$ cat config.mk
export PLATFORM = sky130hd
export DESIGN_NAME = elevator_dispatch
export DESIGN_NICKNAME = d
export VERILOG_FILES = /design/src/rtl/elevator_dispatch.sv
export SDC_FILE = /design/constraint.sdc
export NUM_CORES = 1
export LEC_CHECK = 0
export ABC_AREA = 1
export BUFFER_PORTS_ARGS = -buffer_cell sky130_fd_sc_hd__buf_2
export CELL_PAD_IN_SITES_DETAIL_PLACEMENT = 2
export CELL_PAD_IN_SITES_GLOBAL_PLACEMENT = 2
export CORE_ASPECT_RATIO = 0.8
export CORE_MARGIN = 3
export CORE_UTILIZATION = 23
export CTS_CLUSTER_DIAMETER = 40
export CTS_CLUSTER_SIZE = 8
export DETAILED_ROUTE_END_ITERATION = 10
export GPL_TIMING_DRIVEN = 0
export HOLD_SLACK_MARGIN = 0.05
export PLACE_DENSITY_LB_ADDON = 0.1
export SLEW_MARGIN = 40
export SYNTH_ARGS = -nofsm -noshare
export SYNTH_HDL_FRONTEND = slang
export SYNTH_SLANG_ARGS = --single-unit
$ cat constraint.sdc
create_clock -name clk -period 2.15 [get_ports clk]
set_input_delay 0.43 -clock clk [delete_from_list [all_inputs] [get_ports clk]]
set_output_delay 0.43 -clock clk [all_outputs]
set_load 0.05 [all_outputs]
$ cat src/rtl/elevator_dispatch.sv
// elevator_dispatch: single-car collective up/down scan controller.
//
// Reads the per-floor call masks from the floor-call register file, moves the
// car one floor per MOVE_CYCLES, stops where the scan says it should, and
// writes a clear word back for every call it serves before opening the door.
//
// Optional feature macro: ELEVATOR_DOOR_HOLD_EN
//   defined   : door_hold held high in DOOR restarts the dwell count each cycle
//   undefined : door_hold is ignored and the dwell is always DOOR_CYCLES
//
// Ports:
//   clk          clock, all state on rising edge
//   reset        asynchronous active-low reset
//   call_inside  in-car call per floor (bit n = floor n)
//   call_up      hall up-call per floor
//   call_down    hall down-call per floor
//   door_hold    door-open button (level)
//   clr_ready    register file accepts clr_data this cycle
//   clr_valid    clear word valid
//   clr_data     clear word {1'b0, up, inside, floor[2:0]}
//   floor        current car floor
//   dir_up       scan direction, 1 = up
//   moving       car travelling between floors
//   door_open    door open
module elevator_dispatch #(
  parameter int unsigned MOVE_CYCLES = 16,
  parameter int unsigned DOOR_CYCLES = 32
) (
  input  logic       clk,
  input  logic       reset,
  input  logic [7:0] call_inside,
  input  logic [7:0] call_up,
  input  logic [7:0] call_down,
  input  logic       door_hold,
  input  logic       clr_ready,
  output logic       clr_valid,
  output logic [5:0] clr_data,
  output logic [2:0] floor,
  output logic       dir_up,
  output logic       moving,
  output logic       door_open
);

  // One counter serves both travel and dwell; it only ever counts to max-1.
  localparam int unsigned CntMax = (MOVE_CYCLES > DOOR_CYCLES) ? MOVE_CYCLES : DOOR_CYCLES;
  localparam int unsigned CntW   = (CntMax > 2) ? $clog2(CntMax) : 1;
  localparam logic [CntW-1:0] MoveLast = CntW'(MOVE_CYCLES - 1);
  localparam logic [CntW-1:0] DoorLast = CntW'(DOOR_CYCLES - 1);

  typedef enum logic [2:0] {
    StIdle,
    StMove,
    StCheck,
    StClear,
    StDoor
  } state_e;

  state_e          state_q, state_d;
  logic [2:0]      floor_q, floor_d;
  logic            dir_q, dir_d;
  logic [CntW-1:0] cnt_q, cnt_d;
  // Clears still owed at this stop: [0] inside, [1] hall along dir, [2] hall opposite.
  logic [2:0]      todo_q, todo_d;

  logic [7:0] pending, above, below, ahead, behind, beyond_new;
  logic       here, hall_along, stop_go, new_dir;
  logic [2:0] serve;

`ifndef ELEVATOR_DOOR_HOLD_EN
  logic unused_door_hold;
  assign unused_door_hold = door_hold;
`endif

  always_comb begin
    pending = call_inside | call_up | call_down;
    above   = '0;
    below   = '0;
    for (int i = 0; i < 8; i++) begin
      above[i] = pending[i] && (3'(i) > floor_q);
      below[i] = pending[i] && (3'(i) < floor_q);
    end
    ahead      = dir_q ? above : below;
    behind     = dir_q ? below : above;
    here       = pending[floor_q];
    hall_along = dir_q ? call_up[floor_q] : call_down[floor_q];

    // Direction the car leaves a stop with, and the clears that stop owes.
    new_dir    = (|ahead) ? dir_q : ((|behind) ? ~dir_q : dir_q);
    beyond_new = new_dir ? above : below;
    serve[0]   = call_inside[floor_q];
    serve[1]   = new_dir ? call_up[floor_q] : call_down[floor_q];
    serve[2]   = ~(|beyond_new) && (new_dir ? call_down[floor_q] : call_up[floor_q]);
  end

  always_comb begin
    state_d = state_q;
    floor_d = floor_q;
    dir_d   = dir_q;
    cnt_d   = cnt_q;
    todo_d  = todo_q;
    stop_go = 1'b0;

    unique case (state_q)
      StIdle: begin
        if (here) begin
          stop_go = 1'b1;
        end else if (|ahead) begin
          state_d = StMove;
          cnt_d   = '0;
        end else if (|behind) begin
          dir_d   = ~dir_q;
          state_d = StMove;
          cnt_d   = '0;
        end
      end
      StMove: begin
        if (cnt_q == MoveLast) begin
          cnt_d   = '0;
          floor_d = dir_q ? floor_q + 3'd1 : floor_q - 3'd1;
          state_d = StCheck;
        end else begin
          cnt_d = cnt_q + 1'b1;
        end
      end
      StCheck: begin
        if (call_inside[floor_q] || hall_along || (~(|ahead) && here)) begin
          stop_go = 1'b1;
        end else if (|ahead) begin
          state_d = StMove;
          cnt_d   = '0;
        end else begin
          // Calls withdrawn while travelling: park here rather than run off the end.
          state_d = StIdle;
        end
      end
      StClear: begin
        if (todo_q == 3'b000) begin
          state_d = StDoor;
          cnt_d   = '0;
        end else if (clr_ready) begin
          // Retire the word just accepted (lowest set bit is the one on the bus).
          todo_d = todo_q & 3'(todo_q - 3'd1);
          if (todo_d == 3'b000) begin
            state_d = StDoor;
            cnt_d   = '0;
          end
        end
      end
      StDoor: begin
`ifdef ELEVATOR_DOOR_HOLD_EN
        if (door_hold) begin
          cnt_d = '0;
        end else
`endif
        if (cnt_q == DoorLast) begin
          cnt_d   = '0;
          state_d = StIdle;
        end else begin
          cnt_d = cnt_q + 1'b1;
        end
      end
      default: begin
        state_d = StIdle;
        cnt_d   = '0;
      end
    endcase

    if (stop_go) begin
      dir_d   = new_dir;
      todo_d  = serve;
      cnt_d   = '0;
      state_d = (|serve) ? StClear : StDoor;
    end
  end

  always_ff @(posedge clk or negedge reset) begin
    if (!reset) begin
      state_q <= StIdle;
      floor_q <= 3'd0;
      dir_q   <= 1'b1;
      cnt_q   <= '0;
      todo_q  <= 3'b000;
    end else begin
      state_q <= state_d;
      floor_q <= floor_d;
      dir_q   <= dir_d;
      cnt_q   <= cnt_d;
      todo_q  <= todo_d;
    end
  end

  always_comb begin
    clr_valid = (state_q == StClear) && (todo_q != 3'b000);
    clr_data  = 6'b000000;
    if (clr_valid) begin
      if (todo_q[0]) begin
        clr_data = {3'b001, floor_q};
      end else if (todo_q[1]) begin
        clr_data = {1'b0, dir_q, 1'b0, floor_q};
      end else begin
        clr_data = {1'b0, ~dir_q, 1'b0, floor_q};
      end
    end
  end

  assign floor     = floor_q;
  assign dir_up    = dir_q;
  assign moving    = (state_q == StMove);
  assign door_open = (state_q == StDoor);

endmodule

==> results by group <==
STA
  • Min cycle time layout: 2.08 ns
  • Slew Limit Fails: 0
  • Max frequency: slightly below 500 MHz
  • Skew final: between 0.01 and 0.015 ns
  • RSZ-0062 raised after global routing: true
  • Hold Vio Cnt, Final: 0
  • Max-slew headroom: 0.335
  • Tcrit/Tclk final: 0.968
  • Worst-margin pin slew: between 0.9 and 1 ns
  • Finish-stage setup viols: 0

Placed design
  • Final HPWL DP: roughly 5.7 mm
  • Post-DP Area: roughly 2200 um^2
  • GP Congestion: around 0.74
  • Port Buffers: 38

Clocking
  • H-tree levels: 1
  • Clk slew on worst S/H paths: around 0.070 ns
  • CTS sink count: 15
  • Clock buffer depth: 2
  • Hold-fix buffers, CTS: 0
  • Cts bufs inserted: 3
  • Clock tree root buffer cell: clkbuf_8
  • Worst-Skew Late Latency: ~0.26 ns
  • CTS tree: built

Setup path
  • Max stage delay cell, worst path: dfrtp_2
  • Required @ worst endpoint: roughly 2.3 ns
  • Most frequent CP cell: nand2_1
  • Startpoint types: register
  • Path depth of the worst reg2reg path: 17
  • Worst path max stage delay: ~0.43 ns
  • Crit path max fanout: 6
  • CP Capture Type: register
  • CP arrival: 2.24 ns
  • Setup CP Type: register to register
  • CP Cell Sequence: buf_12 -> clkinv_8 -> buf_12 -> ha_4 -> inv_1 -> nand2_1 -> nand2_1 -> nand2_1 -> nand2_2 -> nor2_2 -> nand2_2 -> nand2_4 -> nand3_4 -> nand2_8 -> nand2_2 -> nand2_1 -> nand2_1

Floorplan
  • Core Area: 7670 um^2
  • IO Count: 41
  • Area of the die: about 9300 um^2
  • Die Span Y: between 80 and 90 um
  • Die Wd: about 110 um
  • Row count: 28
  • Starting density of the core: 0.246

Route
  • WL/cell: ~15 um
  • Routed Antenna Nets: 0
  • DRT Pass-1 Iters: 4
  • Vias: 2305
  • DRC: 0
  • Vias/cell: 4.65
  • Drt first-iter violations: 66
  • Final Routed Wirelength: between 7 and 8 mm

Power
  • Logic pwr share: 0.643
  • Cell area power density: between 700 and 800 nW/um^2
  • Net Switching: about 1.1 mW
  • Leak: 1.51 nW
  • Total power after layout: approximately 2.1 mW
  • Clk pwr share: 0.120
  • Sw Ratio: 0.550
  • Seq pwr share: 0.237
  • Max VDD drop: between 0.3 and 0.4 mV
  • Pint: approximately 930 uW

Finish
  • Final core occ: 0.368
  • Ratio of cells with drive above 1 in the final layout: 0.402
  • Area Overhead vs Synth: 49.6%
  • Net count, final: 430
  • # diodes: 0
  • Finished Cell Area: around 2800 um^2

GRT
  • Largest net degree at the start of global routing: 16
  • First-pass GRT wire length: 11.3 mm
  • Remaining global-route overflow: 0
  • Vias in the first global route: 2313
  • Initial antenna violation count: 0
  • GRT Resource Usage Total: 0.152

Synthesis
  • Synthesized flop and latch total: 15
  • Syn Area/Cell: roughly 5.7 um^2
  • Post-synthesis sequential area ratio: 0.200
  • Synthesized area: ~1900 um^2
  • Cells after Synth: 330
  • Yosys warns: 0
  • Post-synth net total: approximately 370
  • Post-synthesis cell type count: 36

Min path
  • Hold/Removal Path Class: primary input to async pin

Flow run
  • Max-cap violations: 0

Status
  • Outcome: completed
[flip-flops by register name (all words and copies together), names as in the netlist]
name,cells
state_q,3
dir_up,1
todo_q,3
cnt_q,5
floor,3
[worst paths after layout]
check | from | slack, ns | endpoint
max in group asynchronous | reset | 1.75 | dir_up
worst max register to register | floor[1] | 0.07 | state_q[0]
min in group clk | cnt_q[0] | 0.52 | cnt_q[0]
worst max-delay path | floor[1] | 0.07 | state_q[0]
worst min-delay path | reset | 0.08 | state_q[0]
worst min register to register | cnt_q[0] | 0.52 | cnt_q[0]
[placed cells by master, fill, tap and decap left out, drive strengths merged]
cell / count
a211oi: 2
a21oi: 7
buf: 61
clkbuf: 6
clkinv: 3
clkinvlp: 1
conb: 1
dfrtp: 14
dfstp: 1
ha: 10
inv: 52
nand2: 126
nand3: 34
nand3b: 1
nand4: 2
nor2: 39
nor3: 6
o211ai: 3
o21a: 1
o21ai: 15
o21bai: 1
o31ai: 1
or2: 1
xor2: 3
[what timing repair did]
item                                    CTS  global route
setup buffers                             4            16
pin swaps                                 3            30
endpoints found under the setup margin   18            18
endpoints found under the hold margin     0             0
gates resized for setup                  14            90
[cell type report]
| type | instances | area [um^2] |
|---|---|---|
| inverter | 55 | 239 |
| buffer | 6 | 81.3 |
| multi-input combinational | 253 | 1560 |
| sequential | 15 | 382 |
| clock inverter | 1 | 7.51 |
| timing repair buffer | 58 | 378 |
| clock buffer | 3 | 41.3 |
| fill | 946 | 4850 |
| tap | 105 | 131 |
[per-layer routing]
| metal | global-route usage | routed length (um) | up-vias | part of all wire |
|---|---|---|---|---|
| met2 | 0.248 | 3510 | 35 | 0.46 |
| li1 | - | - | 1142 | - |
| met5 | 0 | 0 | - | 0 |
| met4 | 0.0105 | 25 | 0 | 0.0033 |
| met1 | 0.221 | 3730 | 1124 | 0.49 |
| met3 | 0.0237 | 285 | 4 | 0.038 |
[synthesized netlist by cell type, drive strengths merged]
cell    count  share of area
nor2       39          0.079
nor3        6          0.019
buf         6          0.025
o21a        1         0.0040
o211ai      3          0.012
inv        55           0.11
dfstp       1          0.014
conb        1         0.0020
o21bai      1         0.0060
xor2        3          0.014
nand2     126           0.26
o31ai       1         0.0040
dfrtp      14           0.19
nand4       2          0.010
a21oi       7          0.029
nand3b      1         0.0040
a211oi      2         0.0080
ha         10          0.066
o21ai      15          0.044
or2         1         0.0033
nand3      34          0.098
clkbuf      1         0.0020
[power groups by stage]
stage,Clock [mW],Combinational [mW],Sequential [mW]
6_report,0.249,1.33,0.491
5_1_grt,0.276,1.50,0.512
4_1_cts,0.258,1.13,0.486
3_5_place_dp,0,1.12,0.463
3_3_place_gp,0,1.10,0.460
2_1_floorplan,0,0.809,0.473
[critical path: cells and delay by family (launching register included)]
family,cells,cell delay [ns]
adders and majority gates,1,0.12
buffers and inverters,4,0.33
DFF,1,0.43
and+or+nand+nor,12,1.11
[cells by family after synthesis]
group	Yosys count	share of synthesized area
and+or+nand+nor	209	0.474
xor gates and xnor gates	3	0.0139
AOI/OAI and AO/OA	30	0.106
other	1	0.00199
adders and majority gates	10	0.0664
buffers and inverters	62	0.137
DFF	15	0.200
[metrics by stage]
stage | setup WS, ns | setup TNS [ns] | instances | hold WS [ns]
after floorplan | 0.0446 | 0 | 330 | 0.134
after global placement | -0.218 | -1.75 | 473 | 0.382
after detailed placement | -0.220 | -1.92 | 473 | 0.377
after CTS | 0.0112 | 0 | 480 | 0.0913
after global routing | -0.0913 | -0.637 | 496 | 0.0997
final | 0.0697 | 0 | 496 | 0.0799
Note: power is estimated with default switching activity, not from simulation.
